File: config.mk
export PLATFORM = sky130hd
export DESIGN_NAME = char_buffer_writer
export DESIGN_NICKNAME = d
export VERILOG_FILES = /design/src/rtl/char_buffer_writer.sv
export SDC_FILE = /design/constraint.sdc
export NUM_CORES = 1
export LEC_CHECK = 0
export BUFFER_PORTS_ARGS = -buffer_cell sky130_fd_sc_hd__clkbuf_2
export CAP_MARGIN = 20
export CORE_ASPECT_RATIO = 1.5
export CORE_MARGIN = 2
export CORE_UTILIZATION = 60
export CTS_CLUSTER_SIZE = 12
export DETAILED_ROUTE_END_ITERATION = 8
export GPL_TIMING_DRIVEN = 0
export PLACE_DENSITY_LB_ADDON = 0.05
export SETUP_SLACK_MARGIN = 0.3
export SLEW_MARGIN = 25
export SYNTH_ARGS = -nofsm -noshare
export SYNTH_HDL_FRONTEND = slang
export SYNTH_SLANG_ARGS = --single-unit
File: constraint.sdc
create_clock -name clk -period 11 [get_ports clk]
set_clock_uncertainty 0.2 [all_clocks]
set_input_delay 0 -clock clk [delete_from_list [all_inputs] [get_ports clk]]
set_output_delay 0 -clock clk [all_outputs]
set_load 0.05 [all_outputs]
File: src/rtl/char_buffer_writer.sv
// char_buffer_writer: formats one millivolt reading per channel as the text
// row "CHnn: d.dddV" and writes it, one character per cycle, into the
// character buffer RAM that vga_draw_char scans.
// Optional feature macro: CHAR_BUFFER_INIT_EN -- after reset, fill every row
// with its "CHnn: 0.000V" template before accepting samples.
module char_buffer_writer #(
   parameter int BASE_ADDR = 0,
   parameter int NUM_CH    = 13
) (
   input  logic        clk,
   input  logic        rst,
   input  logic        in_valid,
   output logic        in_ready,
   input  logic [3:0]  in_ch,
   input  logic [13:0] in_mv,
   output logic        wr_en,
   output logic [7:0]  wr_addr,
   output logic [7:0]  wr_data,
   output logic        done,
   output logic        err
);

   localparam logic [7:0]  BASE_ADDR_W = 8'(BASE_ADDR);
   localparam logic [4:0]  NUM_CH_W    = 5'(NUM_CH);
   localparam logic [13:0] MV_MAX      = 14'd9999;

   typedef enum logic [1:0] {ST_IDLE, ST_CONV, ST_WRITE, ST_INIT} state_t;

   state_t      state_reg, state_next;
   logic [3:0]  col_reg, col_next;
   logic [3:0]  ch_reg;
   logic [13:0] bin_reg;
   logic [15:0] bcd_reg;
   logic [3:0]  bit_cnt_reg;

   logic        in_ready_reg, in_ready_next;
   logic        wr_en_reg, wr_en_next;
   logic [7:0]  wr_addr_reg, wr_addr_next;
   logic [7:0]  wr_data_reg, wr_data_next;
   logic        done_reg, done_next;
   logic        err_reg, err_next;

   logic        accept;
   logic        ch_ok;
   logic [13:0] mv_clamped;
   logic [15:0] bcd_adj;
   logic [7:0]  row_base;

`ifdef CHAR_BUFFER_INIT_EN
   localparam logic [7:0] INIT_LAST = 8'(NUM_CH * 12 - 1);
   logic [7:0] init_cnt_reg;
   logic [3:0] init_row_reg;
   logic [3:0] init_col_reg;
`endif

   // Character at a given column of a row; num is the 1-based channel number.
   function automatic logic [7:0] row_char(input logic [3:0] col,
                                           input logic [4:0] num,
                                           input logic [15:0] bcd);
      logic [4:0] ones;
      ones = (num >= 5'd10) ? num - 5'd10 : num;
      case (col)
         4'd0:    row_char = 8'h43;
         4'd1:    row_char = 8'h48;
         4'd2:    row_char = (num >= 5'd10) ? 8'h31 : 8'h30;
         4'd3:    row_char = 8'h30 + {3'b000, ones};
         4'd4:    row_char = 8'h3A;
         4'd5:    row_char = 8'h20;
         4'd6:    row_char = 8'h30 + {4'h0, bcd[15:12]};
         4'd7:    row_char = 8'h2E;
         4'd8:    row_char = 8'h30 + {4'h0, bcd[11:8]};
         4'd9:    row_char = 8'h30 + {4'h0, bcd[7:4]};
         4'd10:   row_char = 8'h30 + {4'h0, bcd[3:0]};
         4'd11:   row_char = 8'h56;
         default: row_char = 8'h20;
      endcase
   endfunction

   assign accept     = (state_reg == ST_IDLE) && in_valid && in_ready_reg;
   assign ch_ok      = ({1'b0, in_ch} < NUM_CH_W);
   assign mv_clamped = (in_mv > MV_MAX) ? MV_MAX : in_mv;
   assign row_base   = BASE_ADDR_W + {1'b0, ch_reg, 3'b000} + {2'b00, ch_reg, 2'b00};

   // Double-dabble correction: add 3 to every BCD nibble that is 5 or more.
   genvar gi;
   generate
      for (gi = 0; gi < 4; gi++) begin : g_dabble
         assign bcd_adj[gi*4 +: 4] = (bcd_reg[gi*4 +: 4] >= 4'd5) ?
                                     bcd_reg[gi*4 +: 4] + 4'd3 : bcd_reg[gi*4 +: 4];
      end
   endgenerate

   // State register and column counter.
   always_ff @(posedge clk) begin
      if (rst) begin
`ifdef CHAR_BUFFER_INIT_EN
         state_reg <= ST_INIT;
`else
         state_reg <= ST_IDLE;
`endif
         col_reg <= 4'd0;
      end else begin
         state_reg <= state_next;
         col_reg   <= col_next;
      end
   end

   // Next-state logic: accept, convert for 14 cycles, write 12 columns.
   always_comb begin
      state_next = state_reg;
      col_next   = col_reg;
      case (state_reg)
         ST_IDLE: begin
            if (accept && ch_ok) state_next = ST_CONV;
         end
         ST_CONV: begin
            if (bit_cnt_reg == 4'd13) begin
               state_next = ST_WRITE;
               col_next   = 4'd0;
            end
         end
         ST_WRITE: begin
            if (col_reg == 4'd11) state_next = ST_IDLE;
            else                  col_next   = col_reg + 4'd1;
         end
`ifdef CHAR_BUFFER_INIT_EN
         ST_INIT: begin
            if (init_cnt_reg == INIT_LAST) state_next = ST_IDLE;
         end
`endif
         default: state_next = ST_IDLE;
      endcase
   end

   // Output logic: values for the coming cycle, registered below.
   always_comb begin
      wr_en_next    = 1'b0;
      wr_addr_next  = wr_addr_reg;
      wr_data_next  = wr_data_reg;
      done_next     = 1'b0;
      err_next      = accept && !ch_ok;
      in_ready_next = (state_next == ST_IDLE);
`ifdef CHAR_BUFFER_INIT_EN
      // Hold off one cycle so ready rises after the last template write.
      if (state_reg == ST_INIT) in_ready_next = 1'b0;
`endif
      if (state_next == ST_WRITE) begin
         wr_en_next   = 1'b1;
         wr_addr_next = row_base + {4'h0, col_next};
         wr_data_next = row_char(col_next, {1'b0, ch_reg} + 5'd1, bcd_reg);
         done_next    = (col_next == 4'd11);
      end
`ifdef CHAR_BUFFER_INIT_EN
      if (state_reg == ST_INIT) begin
         wr_en_next   = 1'b1;
         wr_addr_next = BASE_ADDR_W + init_cnt_reg;
         wr_data_next = row_char(init_col_reg, {1'b0, init_row_reg} + 5'd1, 16'h0000);
      end
`endif
   end

   // Registered outputs.
   always_ff @(posedge clk) begin
      if (rst) begin
`ifdef CHAR_BUFFER_INIT_EN
         in_ready_reg <= 1'b0;
`else
         in_ready_reg <= 1'b1;
`endif
         wr_en_reg   <= 1'b0;
         wr_addr_reg <= 8'h00;
         wr_data_reg <= 8'h00;
         done_reg    <= 1'b0;
         err_reg     <= 1'b0;
      end else begin
         in_ready_reg <= in_ready_next;
         wr_en_reg    <= wr_en_next;
         wr_addr_reg  <= wr_addr_next;
         wr_data_reg  <= wr_data_next;
         done_reg     <= done_next;
         err_reg      <= err_next;
      end
   end

   // Sample capture and one-bit-per-cycle binary-to-BCD conversion.
   always_ff @(posedge clk) begin
      if (rst) begin
         ch_reg      <= 4'd0;
         bin_reg     <= 14'd0;
         bcd_reg     <= 16'h0000;
         bit_cnt_reg <= 4'd0;
      end else begin
         case (state_reg)
            ST_IDLE: begin
               if (accept && ch_ok) begin
                  ch_reg      <= in_ch;
                  bin_reg     <= mv_clamped;
                  bcd_reg     <= 16'h0000;
                  bit_cnt_reg <= 4'd0;
               end
            end
            ST_CONV: begin
               bcd_reg     <= {bcd_adj[14:0], bin_reg[13]};
               bin_reg     <= {bin_reg[12:0], 1'b0};
               bit_cnt_reg <= bit_cnt_reg + 4'd1;
            end
            default: ;
         endcase
      end
   end

`ifdef CHAR_BUFFER_INIT_EN
   // Template fill counters: linear address plus row/column position.
   always_ff @(posedge clk) begin
      if (rst) begin
         init_cnt_reg <= 8'd0;
         init_row_reg <= 4'd0;
         init_col_reg <= 4'd0;
      end else if (state_reg == ST_INIT) begin
         init_cnt_reg <= init_cnt_reg + 8'd1;
         if (init_col_reg == 4'd11) begin
            init_col_reg <= 4'd0;
            init_row_reg <= init_row_reg + 4'd1;
         end else begin
            init_col_reg <= init_col_reg + 4'd1;
         end
      end
   end
`endif

   assign in_ready = in_ready_reg;
   assign wr_en    = wr_en_reg;
   assign wr_addr  = wr_addr_reg;
   assign wr_data  = wr_data_reg;
   assign done     = done_reg;
   assign err      = err_reg;

endmodule

==> results.py <==
metrics = {
    "sta": {
        "period_minus_slack_ps": 3760,
        "holdWs_ps": 245,
        "timing.setup.tns_ps": 0,
        "maxSlewViolCount": 0,
        "timing.final.crit_share_pct": 34.2,
        "max_clock_freq_mhz": 266,
        "hold_viol": 0,
        "final-setup-viol-count": 0,
        "rsz0062_at_grt": "false",
        "relSlewSlack_pct": 58.1,
        "tightest_slew_ps": 628,
    },
    "power_and_ir_drop": {
        "power_density_mw_per_mm2": 129,
        "power_uw": 573,
        "p_leak_uw": 0.00183,
        "irDropWorstVdd_uv": 99.0,
    },
    "clock_tree": {
        "clk_latency_ps": 340,
        "cts_buffers": 9,
        "cts_root_buffer": "clkbuf_8",
        "htreeDepth": 3,
        "postCtsSetupBuffers": 0,
        "cts.clk_slew.worst_paths_ps": 70,
        "clock_path_buffers": 2,
        "cts_resized": 0,
        "cts_tree": "built",
        "cts.sinks": 63,
    },
    "floorplan": {
        "start_util_pct": 61.4,
        "pin_count": 41,
        "fp.dieH_um": 100,
        "core_area_mm2": 0.00604,
        "fp-row-count": 35,
        "die_area_mm2": 0.00684,
        "die_x_um": 68.2,
    },
    "global_route": {
        "grt_max_degree": 11,
        "grt_usage_pct": 31.1,
        "grt_pass1_wl_mm": 16.1,
        "grt_pass1_vias": 3486,
        "overflow": 0,
        "antenna_found_initial": 0,
    },
    "yosys": {
        "syn_avg_cell_area_um2": 8.57,
        "synth_ff_type": "dfxtp_1",
        "syn_area_mm2": 0.00371,
        "synth_commonest_cells": "63 x dfxtp_1, 56 x nor2_1, 31 x nand2_1",
        "synth_edf_count": 0,
        "syn_inst": 433,
        "yosysMostFrequentCell": "dfxtp_1",
        "ys_types": 65,
        "synth.largest_area_cell": "dfxtp_1",
        "synth.top_cell.area_share_pct": 34.0,
        "ys_warn_count": 0,
        "synth.net_count": 481,
        "synth_seq_cells": 63,
        "ys_async_sr_fraction_pct": 0,
        "ys_top_cells_by_area": "dfxtp_1 34%, ha_1 8.4%, nor2_1 5.7%, a21oi_1 3.8%, nand2_1 3.1%",
        "seq_area_frac_synth_pct": 34.0,
    },
    "finish": {
        "largest_reg_flops": 16,
        "n_antenna_cell": 0,
        "instances_no_fill": 583,
        "fill_cells": 484,
        "drive_gt1_share_pct": 15.5,
        "final_area_mm2": 0.00444,
        "nNetsFinal": 552,
        "syn_to_final_growth_pct": 19.6,
    },
    "setup_path": {
        "startpoint_type": "register",
        "critPathRequiredTime_ps": 11000,
        "arrival_ps": 3760,
        "end_kind": "register",
        "critPathKind": "register to register",
        "crit_start": "state_reg[0]",
        "timing.rr.start": "state_reg[0]",
        "cp_max_fo": 10,
    },
    "routing": {
        "vias": 3540,
        "wl_per_cell_um": 16.6,
        "drc": 0,
        "firstDrtPassIters": 5,
        "dr_wl_met3_um": 542,
        "ant_nets": 0,
        "finalWirelength_mm": 9.68,
        "wl_met1_mm": 3.73,
        "routed.top_layer": "met4",
        "drt_iter0_drc": 184,
        "via_per_inst": 6.07,
        "wl_met2_mm": 5.17,
    },
    "worst_hold_path": {
        "min_from": "rst",
        "worst_hold_path_type": "input port to register",
    },
    "place": {
        "dp_hpwl_mm": 6.91,
        "dp.cells": 545,
        "post_dp_cell_area_mm2": 0.00399,
        "portBuffers": 38,
        "place.gp.congestion": 0.929,
    },
    "run": {
        "drv_cap": 0,
    },
    "outcome": {
        "status": "finished clean",
    },
}
-- placed cells by master, fill, tap and decap left out, types with 5 or more instances in the layout --
cell type,netlist,final
mux2i_1,11,11
nor3_1,8,8
ha_1,25,25
a221oi_1,5,5
clkbuf_1,12,14
a22oi_1,12,12
nor2b_1,5,5
a21oi_1,28,28
a211oi_1,14,14
clkbuf_2,0,38
nor2_1,56,56
nand2_1,31,31
dlygate4sd3_1,0,22
nand3_1,12,12
xnor2_1,10,10
o221ai_1,7,7
a31oi_1,7,7
clkbuf_8,0,11
inv_1,24,24
o21ai_0,14,14
dfxtp_1,63,63
a21o_1,5,5
nand2b_1,7,7
-- where the power goes --
group / internal [uW] / total [uW] / switching (uW)
sequential: 238 / 246 / 7.82
combinational: 39.1 / 101 / 61.8
clock: 140 / 227 / 86.9
total: 417 / 573 / 156
-- stage by stage --
step	setup WS [ps]	utilization [%]
4_1_cts	7230	73.4
3_5_place_dp	7270	66.1
3_3_place_gp	7320	66.1
6_report	7240	73.4
5_1_grt	7090	73.4
2_1_floorplan	7570	-
-- worst paths after layout --
check,end,slack (ps),cells past startpoint
setup / recovery,wr_addr[7],7240,15
hold / removal,state_reg[0],250,3
setup reg to reg,wr_addr[7],7240,15
hold reg to reg,bin_reg[9],250,2
-- final cells by class --
class	instances	area (um2)	area share, %
buffer	23	135	3.04
clock buffer	13	159	3.58
tap	74	92.6	2.09
sequential	63	1260	28.4
timing repair buffer	60	410	9.25
multi-input combinational	321	2210	49.9
inverter	26	100	2.26
clock inverter	3	65.1	1.47
-- cells by family after synthesis --
logic type | share of synthesized area, %
XOR/XNOR | 3.30
other | 0.101
multiplexers | 3.27
AO/OA/AOI/OAI | 24.6
buffers and inverters | 6.34
flip-flops | 34.0
AND/OR/NAND/NOR | 18.8
adder cells (fa/ha/maj) | 9.51
-- routing by layer --
layer,up-vias,track usage (%)
met5,-,0
met4,0,12.9
met3,20,7.40
met2,121,55.1
met1,1677,34.3
li1,1722,-
-- critical path, stage by stage, from the launching register on --
cell and delay, ps:
dfxtp_1 360, inv_1 90, ha_1 300, buf_2 180, and4_4 220, nor2_1 240
a21o_1 180, buf_6 140, inv_4 70, fa_1 480, inv_1 40, ha_1 220
fa_1 420, a21o_1 200, a211oi_1 220, nor3_1 60
-- what timing repair did --
item                                    in CTS  in global routing
endpoints found under the setup margin       0                  0
hold endpoints to repair                    24                  0
hold buffers                                22                  0
No activity file was read; power rests on OpenSTA's default activity.
